$ cat src/rtl/spi_slave_if_if.sv
// SPI pin and controller-side byte bundle for the spi_slave_if front end.
// Optional miso_oe member exists only when SPI_SLAVE_MISO_HIZ_EN is defined.
interface spi_slave_if_if #(
    parameter int BYTE_BITS = 8
) ();
    logic                 sck;
    logic                 cs_n;
    logic                 mosi;
    logic                 miso;
    logic [BYTE_BITS-1:0] tx_byte;
    logic [BYTE_BITS-1:0] rx_byte;
    logic                 cycle_done;
`ifdef SPI_SLAVE_MISO_HIZ_EN
    logic                 miso_oe;
`endif

    // Handshake: cycle_done is a 1-clk strobe, rx_byte is valid and stable with it;
    // there is no ready/backpressure, the controller must accept every strobe.
    modport slave (
        input  sck, cs_n, mosi, tx_byte,
`ifdef SPI_SLAVE_MISO_HIZ_EN
        output miso_oe,
`endif
        output miso, rx_byte, cycle_done
    );

    modport master (
        output sck, cs_n, mosi, tx_byte,
`ifdef SPI_SLAVE_MISO_HIZ_EN
        input  miso_oe,
`endif
        input  miso, rx_byte, cycle_done
    );
endinterface

$ cat src/rtl/spi_slave_if.sv
// SPI mode-0 slave front end: pin synchronisers, MOSI deserialiser, MISO serialiser.
// Define SPI_SLAVE_MISO_HIZ_EN to add the miso_oe pad enable.
module spi_slave_if #(
    parameter int SYNC_STAGES = 2,
    parameter int BYTE_BITS   = 8
) (
    input  logic           clk,
    input  logic           rst,
    spi_slave_if_if.slave  bus,
    output logic           o_dbg_state
);
    localparam int CW = (BYTE_BITS > 1) ? $clog2(BYTE_BITS) : 1;
    localparam logic [CW-1:0] LAST_BIT = CW'(BYTE_BITS - 1);

    typedef enum logic {
        S_IDLE   = 1'b0,
        S_ACTIVE = 1'b1
    } state_t;

    logic [SYNC_STAGES-1:0] r_sck_sync;
    logic [SYNC_STAGES-1:0] r_cs_sync;
    logic [SYNC_STAGES-1:0] r_mosi_sync;
    logic                   r_sck_d;
    logic                   r_cs_d;

    state_t                 r_state;
    state_t                 w_state_nxt;
    logic [CW-1:0]          r_cnt;
    logic [CW-1:0]          w_cnt_nxt;
    logic [BYTE_BITS-1:0]   r_rx_sh;
    logic [BYTE_BITS-1:0]   w_rx_sh_nxt;
    logic [BYTE_BITS-1:0]   r_tx_sh;
    logic [BYTE_BITS-1:0]   w_tx_sh_nxt;
    logic [BYTE_BITS-1:0]   r_rx_byte;
    logic [BYTE_BITS-1:0]   w_rx_byte_nxt;
    logic                   r_done;
    logic                   w_done_nxt;

    logic                   w_sck_s;
    logic                   w_cs_s;
    logic                   w_mosi_s;
    logic                   w_sck_rise;
    logic                   w_sck_fall;
    logic                   w_cs_rise;
    logic                   w_cs_fall;
    logic [BYTE_BITS-1:0]   w_rx_shifted;

    // mosi shares the sck depth so the sampled bit lines up with the detected edge
    always_ff @(posedge clk or negedge rst) begin
        if (!rst) begin
            r_sck_sync  <= '0;
            r_cs_sync   <= '1;
            r_mosi_sync <= '0;
            r_sck_d     <= 1'b0;
            r_cs_d      <= 1'b1;
        end else begin
            r_sck_sync  <= {r_sck_sync[SYNC_STAGES-2:0], bus.sck};
            r_cs_sync   <= {r_cs_sync[SYNC_STAGES-2:0], bus.cs_n};
            r_mosi_sync <= {r_mosi_sync[SYNC_STAGES-2:0], bus.mosi};
            r_sck_d     <= w_sck_s;
            r_cs_d      <= w_cs_s;
        end
    end

    assign w_sck_s      = r_sck_sync[SYNC_STAGES-1];
    assign w_cs_s       = r_cs_sync[SYNC_STAGES-1];
    assign w_mosi_s     = r_mosi_sync[SYNC_STAGES-1];
    assign w_sck_rise   = w_sck_s & ~r_sck_d;
    assign w_sck_fall   = ~w_sck_s & r_sck_d;
    assign w_cs_fall    = ~w_cs_s & r_cs_d;
    assign w_cs_rise    = w_cs_s & ~r_cs_d;
    assign w_rx_shifted = {r_rx_sh[BYTE_BITS-2:0], w_mosi_s};

    always_ff @(posedge clk or negedge rst) begin
        if (!rst) begin
            r_state   <= S_IDLE;
            r_cnt     <= '0;
            r_rx_sh   <= '0;
            r_tx_sh   <= '0;
            r_rx_byte <= '0;
            r_done    <= 1'b0;
        end else begin
            r_state   <= w_state_nxt;
            r_cnt     <= w_cnt_nxt;
            r_rx_sh   <= w_rx_sh_nxt;
            r_tx_sh   <= w_tx_sh_nxt;
            r_rx_byte <= w_rx_byte_nxt;
            r_done    <= w_done_nxt;
        end
    end

    always_comb begin
        w_state_nxt   = r_state;
        w_cnt_nxt     = r_cnt;
        w_rx_sh_nxt   = r_rx_sh;
        w_tx_sh_nxt   = r_tx_sh;
        w_rx_byte_nxt = r_rx_byte;
        w_done_nxt    = 1'b0;
        case (r_state)
            S_IDLE: begin
                if (w_cs_fall) begin
                    w_state_nxt = S_ACTIVE;
                    w_tx_sh_nxt = bus.tx_byte;
                    w_cnt_nxt   = '0;
                    w_rx_sh_nxt = '0;
                end
            end
            S_ACTIVE: begin
                // deselect takes priority so a coincident sck edge cannot complete a byte
                if (w_cs_rise) begin
                    w_state_nxt = S_IDLE;
                    w_cnt_nxt   = '0;
                end else if (w_sck_rise) begin
                    w_rx_sh_nxt = w_rx_shifted;
                    if (r_cnt == LAST_BIT) begin
                        w_rx_byte_nxt = w_rx_shifted;
                        w_done_nxt    = 1'b1;
                        w_cnt_nxt     = '0;
                    end else begin
                        w_cnt_nxt = r_cnt + CW'(1);
                    end
                end else if (w_sck_fall) begin
                    // counter back at 0 on a falling edge means a byte boundary: fetch the reply
                    if (r_cnt != '0) begin
                        w_tx_sh_nxt = {r_tx_sh[BYTE_BITS-2:0], 1'b0};
                    end else begin
                        w_tx_sh_nxt = bus.tx_byte;
                    end
                end
            end
            default: w_state_nxt = S_IDLE;
        endcase
    end

    assign bus.miso       = (r_state == S_ACTIVE) ? r_tx_sh[BYTE_BITS-1] : 1'b0;
    assign bus.rx_byte    = r_rx_byte;
    assign bus.cycle_done = r_done;
    assign o_dbg_state    = r_state;

`ifdef SPI_SLAVE_MISO_HIZ_EN
    assign bus.miso_oe = ~w_cs_s;
`endif

endmodule

$ cat src/flat_wrapper.sv
// flat-port wrapper written by rule: the top's interface ports become plain ports
module spi_slave_if_flat 
#(
    parameter int SYNC_STAGES = 2,
    parameter int BYTE_BITS   = 8
)
  (clk, rst, o_dbg_state, bus_sck, bus_cs_n, bus_mosi, bus_tx_byte, bus_miso, bus_rx_byte, bus_cycle_done);
  spi_slave_if_if #(.BYTE_BITS(BYTE_BITS)) bus_i ();
  input  logic clk;
  input  logic rst;
  output logic o_dbg_state;
  input wire logic [$bits(bus_i.sck)-1:0] bus_sck;
  input wire logic [$bits(bus_i.cs_n)-1:0] bus_cs_n;
  input wire logic [$bits(bus_i.mosi)-1:0] bus_mosi;
  input wire logic [$bits(bus_i.tx_byte)-1:0] bus_tx_byte;
  output wire logic [$bits(bus_i.miso)-1:0] bus_miso;
  output wire logic [$bits(bus_i.rx_byte)-1:0] bus_rx_byte;
  output wire logic [$bits(bus_i.cycle_done)-1:0] bus_cycle_done;
  assign bus_i.sck = bus_sck;
  assign bus_i.cs_n = bus_cs_n;
  assign bus_i.mosi = bus_mosi;
  assign bus_i.tx_byte = bus_tx_byte;
  assign bus_miso = bus_i.miso;
  assign bus_rx_byte = bus_i.rx_byte;
  assign bus_cycle_done = bus_i.cycle_done;
  spi_slave_if #(.SYNC_STAGES(SYNC_STAGES), .BYTE_BITS(BYTE_BITS)) u_core (.clk(clk), .rst(rst), .bus(bus_i), .o_dbg_state(o_dbg_state));
endmodule
$ cat config.mk
export PLATFORM = sky130hd
export DESIGN_NAME = spi_slave_if_flat
export DESIGN_NICKNAME = d
export VERILOG_FILES = /design/src/rtl/spi_slave_if_if.sv /design/src/rtl/spi_slave_if.sv /design/src/flat_wrapper.sv
export SDC_FILE = /design/constraint.sdc
export NUM_CORES = 1
export LEC_CHECK = 0
export BUFFER_PORTS_ARGS = -buffer_cell sky130_fd_sc_hd__buf_2
export CAP_MARGIN = 0
export CORE_MARGIN = 3
export CORE_UTILIZATION = 40
export DETAILED_ROUTE_END_ITERATION = 7
export GPL_TIMING_DRIVEN = 0
export PLACE_DENSITY = 0.57
export SLEW_MARGIN = 40
export SYNTH_ARGS = -nofsm -noshare
export SYNTH_HDL_FRONTEND = slang
export SYNTH_SLANG_ARGS = --single-unit
$ cat constraint.sdc
create_clock -name clk -period 3.4 [get_ports clk]
set_clock_uncertainty 0.05 [all_clocks]
set_input_delay 0.34 -clock clk [delete_from_list [all_inputs] [get_ports clk]]
set_output_delay 0.34 -clock clk [all_outputs]
set_load 0.05 [all_outputs]
# Word-level counts from Yosys, hierarchy flattened

Cells that the tools add are included.

$add $sub $neg: 1
Equal/unequal tests: 7
Bitwise operators: 10
Mux-type cells: 23
Reduce and logical (&&, ||, !) cells: 5

Operators by type and width:

| cell                | number |
|---|---|
| $mux 8              | 5 |
| $mux 7              | 3 |
| $pmux 8 s2          | 1 |
| $pmux 7 s2          | 1 |
| $mux 3              | 4 |
| $ne 2x2->1 const B  | 4 |
| $reduce_and 4->1    | 2 |
| $mux 1              | 7 |
| $not 1->1           | 6 |
| $pmux 3 s2          | 1 |
| $and 1x1->1         | 4 |
| $add 3x1->3 const B | 1 |
| $eq 3x3->1 const B  | 1 |
| $ne 3x3->1 const B  | 1 |
| $reduce_and 3->1    | 1 |
| $reduce_bool 3->1   | 1 |
| $ne 2x1->1 const B  | 1 |
| $pmux 1 s2          | 1 |
| $reduce_and 2->1    | 1 |

Output and inout bits: 11
Word-level logic and storage cells: 57
Flip-flop bits (word level): 36
Bits of input ports: 13

# Logic depth before layout (Yosys ltp)

Gate-level depths: netlist (run 1).

Word-level depth: 6
Mapped depth: 6
Mapped depth without buffers: 5

# Worst setup path before layout (run 1)

Ideal clock, no wire load.

Kind: reg-to-output
Start: register u_core.r_state, in the netlist u_core.o_dbg_state
End: output bus_miso
Cell stages (with the launch flop): 4
Arrival time: 1585 ps
Buffers on the path: 2
Slack: 1425 ps
Cells stage by stage: dfrtp_1 -> buf_2 -> buf_2 -> and2_1

Word-level cells in the longest chain between the ends: 1

Ends and longest elaborated chain:

| what                   | line                | source |
|---|---|---|
| start, declared        | spi_slave_if.sv:26  | `state_t r_state;` |
| start signal, assigned | spi_slave_if.sv:83  | `r_state <= w_state_nxt;` |
| $mux 1                 | spi_slave_if.sv:135 | `assign bus.miso = (r_state == S_ACTIVE) ? r_tx_sh[BYTE_BITS-1] : 1'b0;` |
| end, declared          | flat_wrapper.sv:16  | `output wire logic [$bits(bus_i.miso)-1:0] bus_miso;` |

No other way between the ends.

# Final worst setup path (run 1)

Ends and elaborated chain as after synthesis.

==> flow_summary.ini, run 1 <==
[drt]
vias = 1118
via_per_inst = 5.38
drt_pass1_iterations = 4
wl_per_cell_um = 15.3
wirelength_um = 3170
drc_errors = 0
ant_nets = 0
drtIter0Drc = 57

[sta]
grt_setup_unrepaired = no
finalSetupTns_ns = 0
fin_crit_ns = 1.99
clock.fmax_ghz = 0.503
slew_headroom_pct = 70.6
maxSlewViolCount = 0
fin_hold_ws_ns = 0.0938
setup_viol = 0
worstMarginPinSlew_ns = 0.442
fin_crit_sh_pct = 58.5
hold_viol_final = 0

[synthesis]
yosys.cell_types.count = 29
synth.top_cell.area_share_pct = 51.2
ys.flop_type = dfrtp_1
syn-num-nets = 144
synth_xor_area_share_pct = 0
yosysWarnings = 0
yosys.area.top_type = dfrtp_1
synth_mux_area_share_pct = 6.21
netlist_area_um2 = 1610
yosysSeqAreaShare_pct = 56.1
synth_seq_cells = 36
syn-instance-count = 128
synthSimpleGateAreaFrac_pct = 12.5
synth.most_common_cell = dfrtp_1
synth_top_family_by_area = compound AO/OA/AOI/OAI gates
synth_fa_ha_area_share_pct = 2.33
synth_common_cells = dfrtp_1, nand4_1, o21ai_0, mux2_2
avgSynthCellArea_um2 = 12.6
synth_edf_count = 0
async_reset_ff_share_pct = 100
synth_area_leaders = dfrtp_1, mux2_2, dfstp_2
synth_compound_area_share_pct = 16.7

[worst_setup_path]
cp_data_required_time_ns = 3.01
worstPathMaxFanout = 10
r2r_setup_slack_ns = 1.66
crit_path_end_kind = output port
critPathLaunchType = register
worst-setup-path-type = reg2out
cp.arrival_ns = 1.60

[run]
cap_viol_max_count = 0

[floorplan]
coreArea_um2 = 3770
dieArea_um2 = 4830
die_h_um = 69.5
die_w_um = 69.5
start_util_pct = 42.8
ios = 24
rows = 22

[hold_path]
holdCritPathClass = in2reg

[cells_and_area]
regArea_um2 = 905
multi_input_area_um2 = 608
drive_gt1_share_pct = 39.4
instances_no_fill = 208
fin_util_pct = 50.7
antenna_cells = 0
fill_cells = 351
nets = 175
synthToLayoutAreaGrowth_pct = 18.5

[global_routing]
grt_pass1_wl_um = 5710
grtUsageTotal_pct = 14.9
grt_pass1_vias = 1183
grt_overflow = 0
antenna_found_initial = 0
grt_max_degree = 37

[clocking]
cts_setup_buffers = 0
clockBufferDepth = 2
cts_inserted_buffers = 5
clock-sinks = 36
clk_latency_ns = 0.29
clk_pin_slew_ns = 0.07
clockRootBuffer = clkbuf_8
ctsResizeCount = 0
htreeDepth = 2
cts_tree = yes

[placed_design]
gp_congestion = 0.716
port-buffer-count = 23
dp_cells = 199
dp_hpwl_um = 2180

[pwr]
p_leak_nw = 0.908
ir_drop_mv = 0.356
power_density_nw_per_um2 = 555

[status]
status = complete, no violations
==> final timing paths <==
path                       depth (start not counted)                              to                            from
max                                                4                        bus_miso    u_core.o_dbg_state$_DFF_PN0_
min reg2reg                                        0  u_core.r_sck_sync[1]$_DFF_PN0_  u_core.r_sck_sync[0]$_DFF_PN0_
max in group asynchronous                          2   u_core.r_cs_sync[0]$_DFF_PN1_                             rst
max reg2reg                                        6   u_core.r_tx_sh[5]$_DFFE_PN0P_     u_core.r_cnt[0]$_DFFE_PN0P_
min in group asynchronous                          2     u_core.r_cnt[2]$_DFFE_PN0P_                             rst
min                                                1   u_core.r_cs_sync[0]$_DFF_PN1_                        bus_cs_n
==> per-stage QoR <==
step	area [um^2]	setup slack (ns)	power, mW
after detailed placement	1790	1.70	0.697
final	1910	1.41	1.06
after CTS	1900	1.38	1.07
after floorplan	1610	1.43	0.642
after global routing	1910	1.29	1.13
after global placement	1790	1.72	0.690
==> sequential cells by signal, summed over array words and instances, names as in the netlist, 2 cells and up <==
signal and cells:
u_core.bus.rx_byte 8, u_core.r_tx_sh 8, u_core.r_rx_sh 7, u_core.r_cnt 3, u_core.r_cs_sync 2, u_core.r_mosi_sync 2, u_core.r_sck_sync 2
==> power by group <==
group	switching, mW	total [mW]	internal (mW)
sequential	0.0294	0.508	0.478
clock	0.155	0.372	0.217
combinational	0.108	0.182	0.0742
total	0.292	1.06	0.769
==> per-layer routing <==
layer	track usage, %	wire (um)
met2	21.8	1500
met5	0	0
met3	6.09	186
met4	6.07	63
met1	19.5	1420
==> area by class of cell <==
| type | count | share of cell area, % |
|---|---|---|
| flip-flops and latches | 36 | 47.3 |
| multi-input cells | 75 | 31.8 |
| repair buffers | 24 | 6.68 |
| plain buffers | 10 | 3.86 |
| clock buffers | 5 | 3.60 |
| well taps | 48 | 3.14 |
| clock inverters | 3 | 2.23 |
| inverters | 7 | 1.37 |
==> cells by family after synthesis <==
kind of cell	after synthesis
AO/OA/AOI/OAI	36
flip-flops	36
adder cells (fa/ha/maj)	3
multiplexers	9
AND/OR/NAND/NOR	27
buffers and inverters	17
==> placed cells by master (no fill, tap or decap), types with 5 or more instances in the layout <==
cell type	n
nand4_1	10
dfrtp_1	33
mux2_2	8
o21ai_0	9
inv_1	7
a31oi_1	7
a311oi_1	7
buf_2	27
a21bo_2	7
nand3b_1	6
clkbuf_8	5
==> worst max-delay path, stage by stage (launching register included) <==
cell and delay (ns):
dfrtp_1 0.39, buf_2 0.25, buf_2 0.26, and2_1 0.15
buf_2 0.25
==> repair_timing <==
item,4_1_cts,5_1_grt
endpoints found under the hold margin,0,33
setup endpoints to repair,0,0
hold buffers,0,1
Power figures use the tool's default switching activity.
==> inputs of run 2 (changes only) <==
PLACE_DENSITY = 0.6   (was 0.57)
clock period = 1.8 ns   (was 3.4 ns; I/O delays follow)
==> run 2 against run 1 <==
Die area did not move. Core utilization grew 0.17 points. Setup slack got worse by 1.3 ns. First-iteration DRC count increased by 16%. Critical endpoint unchanged. Largest power group unchanged.
==> flow_summary.ini, run 2 (synthesized netlist as in run 1, its figures left out) <==
[status]
status = complete, no violations

[sta]
fin_hold_ws_ns = 0.122
worstMarginPinSlew_ns = 0.438
slew_headroom_pct = 70.8
clock.fmax_ghz = 0.598
maxSlewViolCount = 0
fin_crit_ns = 1.67
fin_ws_ns = 0.128
finalSetupTns_ns = 0
grt_setup_unrepaired = no
hold_viol_final = 0
setup_viol = 0
fin_crit_sh_pct = 92.9

[floorplan]
ios = 24
coreArea_um2 = 3770
start_util_pct = 42.8
die_w_um = 69.5
die_h_um = 69.5
rows = 22
dieArea_um2 = 4830

[clocking]
cts_tree = yes
clk_latency_ns = 0.28
cts_inserted_buffers = 5
clockBufferDepth = 2
clk_pin_slew_ns = 0.06
cts_setup_buffers = 0
clockRootBuffer = clkbuf_8
clock-sinks = 36
htreeDepth = 2

[cells_and_area]
final_common_cell = dfrtp_1
nets = 178
antenna_cells = 0
synthToLayoutAreaGrowth_pct = 18.9
drive_gt1_share_pct = 38.9
fill_cells = 338
final_cell_mix = dfrtp_1, buf_2, nand4_1

[placed_design]
port-buffer-count = 23
gp_congestion = 0.753
dpl_worst_slack_ns = 0.144
dp_hpwl_um = 2150

[worst_setup_path]
cp.arrival_ns = 1.44
cp_common_cell = buf_4
worst-setup-path-type = reg2out
critPathTopFamily = buffers and inverters
crit_buf_inv = 3
worst_path_largest_cell_delay_ns = 0.40
cp_data_required_time_ns = 1.57
crit_path_end_kind = output port
worstPathMaxFanout = 10
path_cells = buf_4 > buf_4 > and2_2 > clkbuf_4
critPathLaunchType = register
cp_slowest_cell = dfrtp_1

[drt]
drc_errors = 0
ant_nets = 0
vias = 1133
wirelength_um = 3070
via_per_inst = 5.40
drtIter0Drc = 66
drt_pass1_iterations = 4
wl_per_cell_um = 14.6

[global_routing]
grt_pass1_wl_um = 5430
grt_max_degree = 37
antenna_found_initial = 0
grtUsageTotal_pct = 14.1
grt_overflow = 0
grt_pass1_vias = 1126

[pwr]
ir_drop_mv = 0.509
power_density_nw_per_um2 = 954
p_leak_nw = 0.913
p_total_mw = 1.83

[hold_path]
holdCritPathClass = in2reg

[run]
cap_viol_max_count = 0
==> run 2: cell type report <==
cell class                 instances  area (um^2)  share of cell area [%]
buffer                            10         80.1                    4.17
clock buffer                       6         72.6                    3.78
clock inverter                     1         5.00                   0.261
inverter                           7         26.3                    1.37
multi-input combinational         75          609                    31.8
sequential                        36          905                    47.2
tap                               48         60.1                    3.13
timing repair buffer              27          160                    8.35
==> run 2: final timing paths <==
path	startpoint	slack, ns	to	depth (start not counted)
max	u_core.o_dbg_state$_DFF_PN0_	0.13	bus_miso	4
min	bus_tx_byte[0]	0.12	u_core.r_tx_sh[0]$_DFFE_PN0P_	3
max reg2reg	u_core.r_cnt[0]$_DFFE_PN0P_	0.17	u_core.r_tx_sh[3]$_DFFE_PN0P_	6
min reg2reg	u_core.r_sck_sync[0]$_DFF_PN0_	0.30	u_core.r_sck_sync[1]$_DFF_PN0_	0
max in group asynchronous	rst	1.02	u_core.r_cs_sync[0]$_DFF_PN1_	2
min in group asynchronous	rst	0.34	u_core.r_rx_sh[1]$_DFFE_PN0P_	2
==> run 2: worst register-to-register path: cells and delay by family, from the launching register on <==
kind	cells	cell delay, ns
flops	1	0.40
buf+inv	2	0.35
compound gates	2	0.28
fa+ha+maj	1	0.13
simple gates	1	0.34
==> run 2: what timing repair did <==
action                                  in CTS  in global routing
hold buffers                                 4                  0
endpoints found under the setup margin       1                  9
gates resized for setup                      1                  5
endpoints found under the hold margin       36                  0
cloned                                       0                  0
==> run 2: power breakdown <==
| part | switching, mW | internal [mW] |
|---|---|---|
| sequential | 0.0531 | 0.904 |
| combinational | 0.202 | 0.153 |
| clock | 0.254 | 0.263 |
| total | 0.510 | 1.32 |
==> run 2: through the flow <==
stage / area (um^2) / instances / util (%)
detailed placement: 1790 / 199 / 47.4
floorplan: 1610 / 128 / -
global placement: 1790 / 199 / 47.4
CTS: 1910 / 210 / 50.6
global route: 1920 / 210 / 50.9
finish: 1920 / 210 / 50.9
==> run 2: layer usage <==
layer / track usage (%) / wire length (um) / vias to the layer above
met4: 6.51 / 44 / 0
met2: 21.2 / 1440 / 23
met1: 18.7 / 1500 / 564
li1: - / - / 542
met5: 0 / 0 / -
met3: 3.91 / 91 / 4
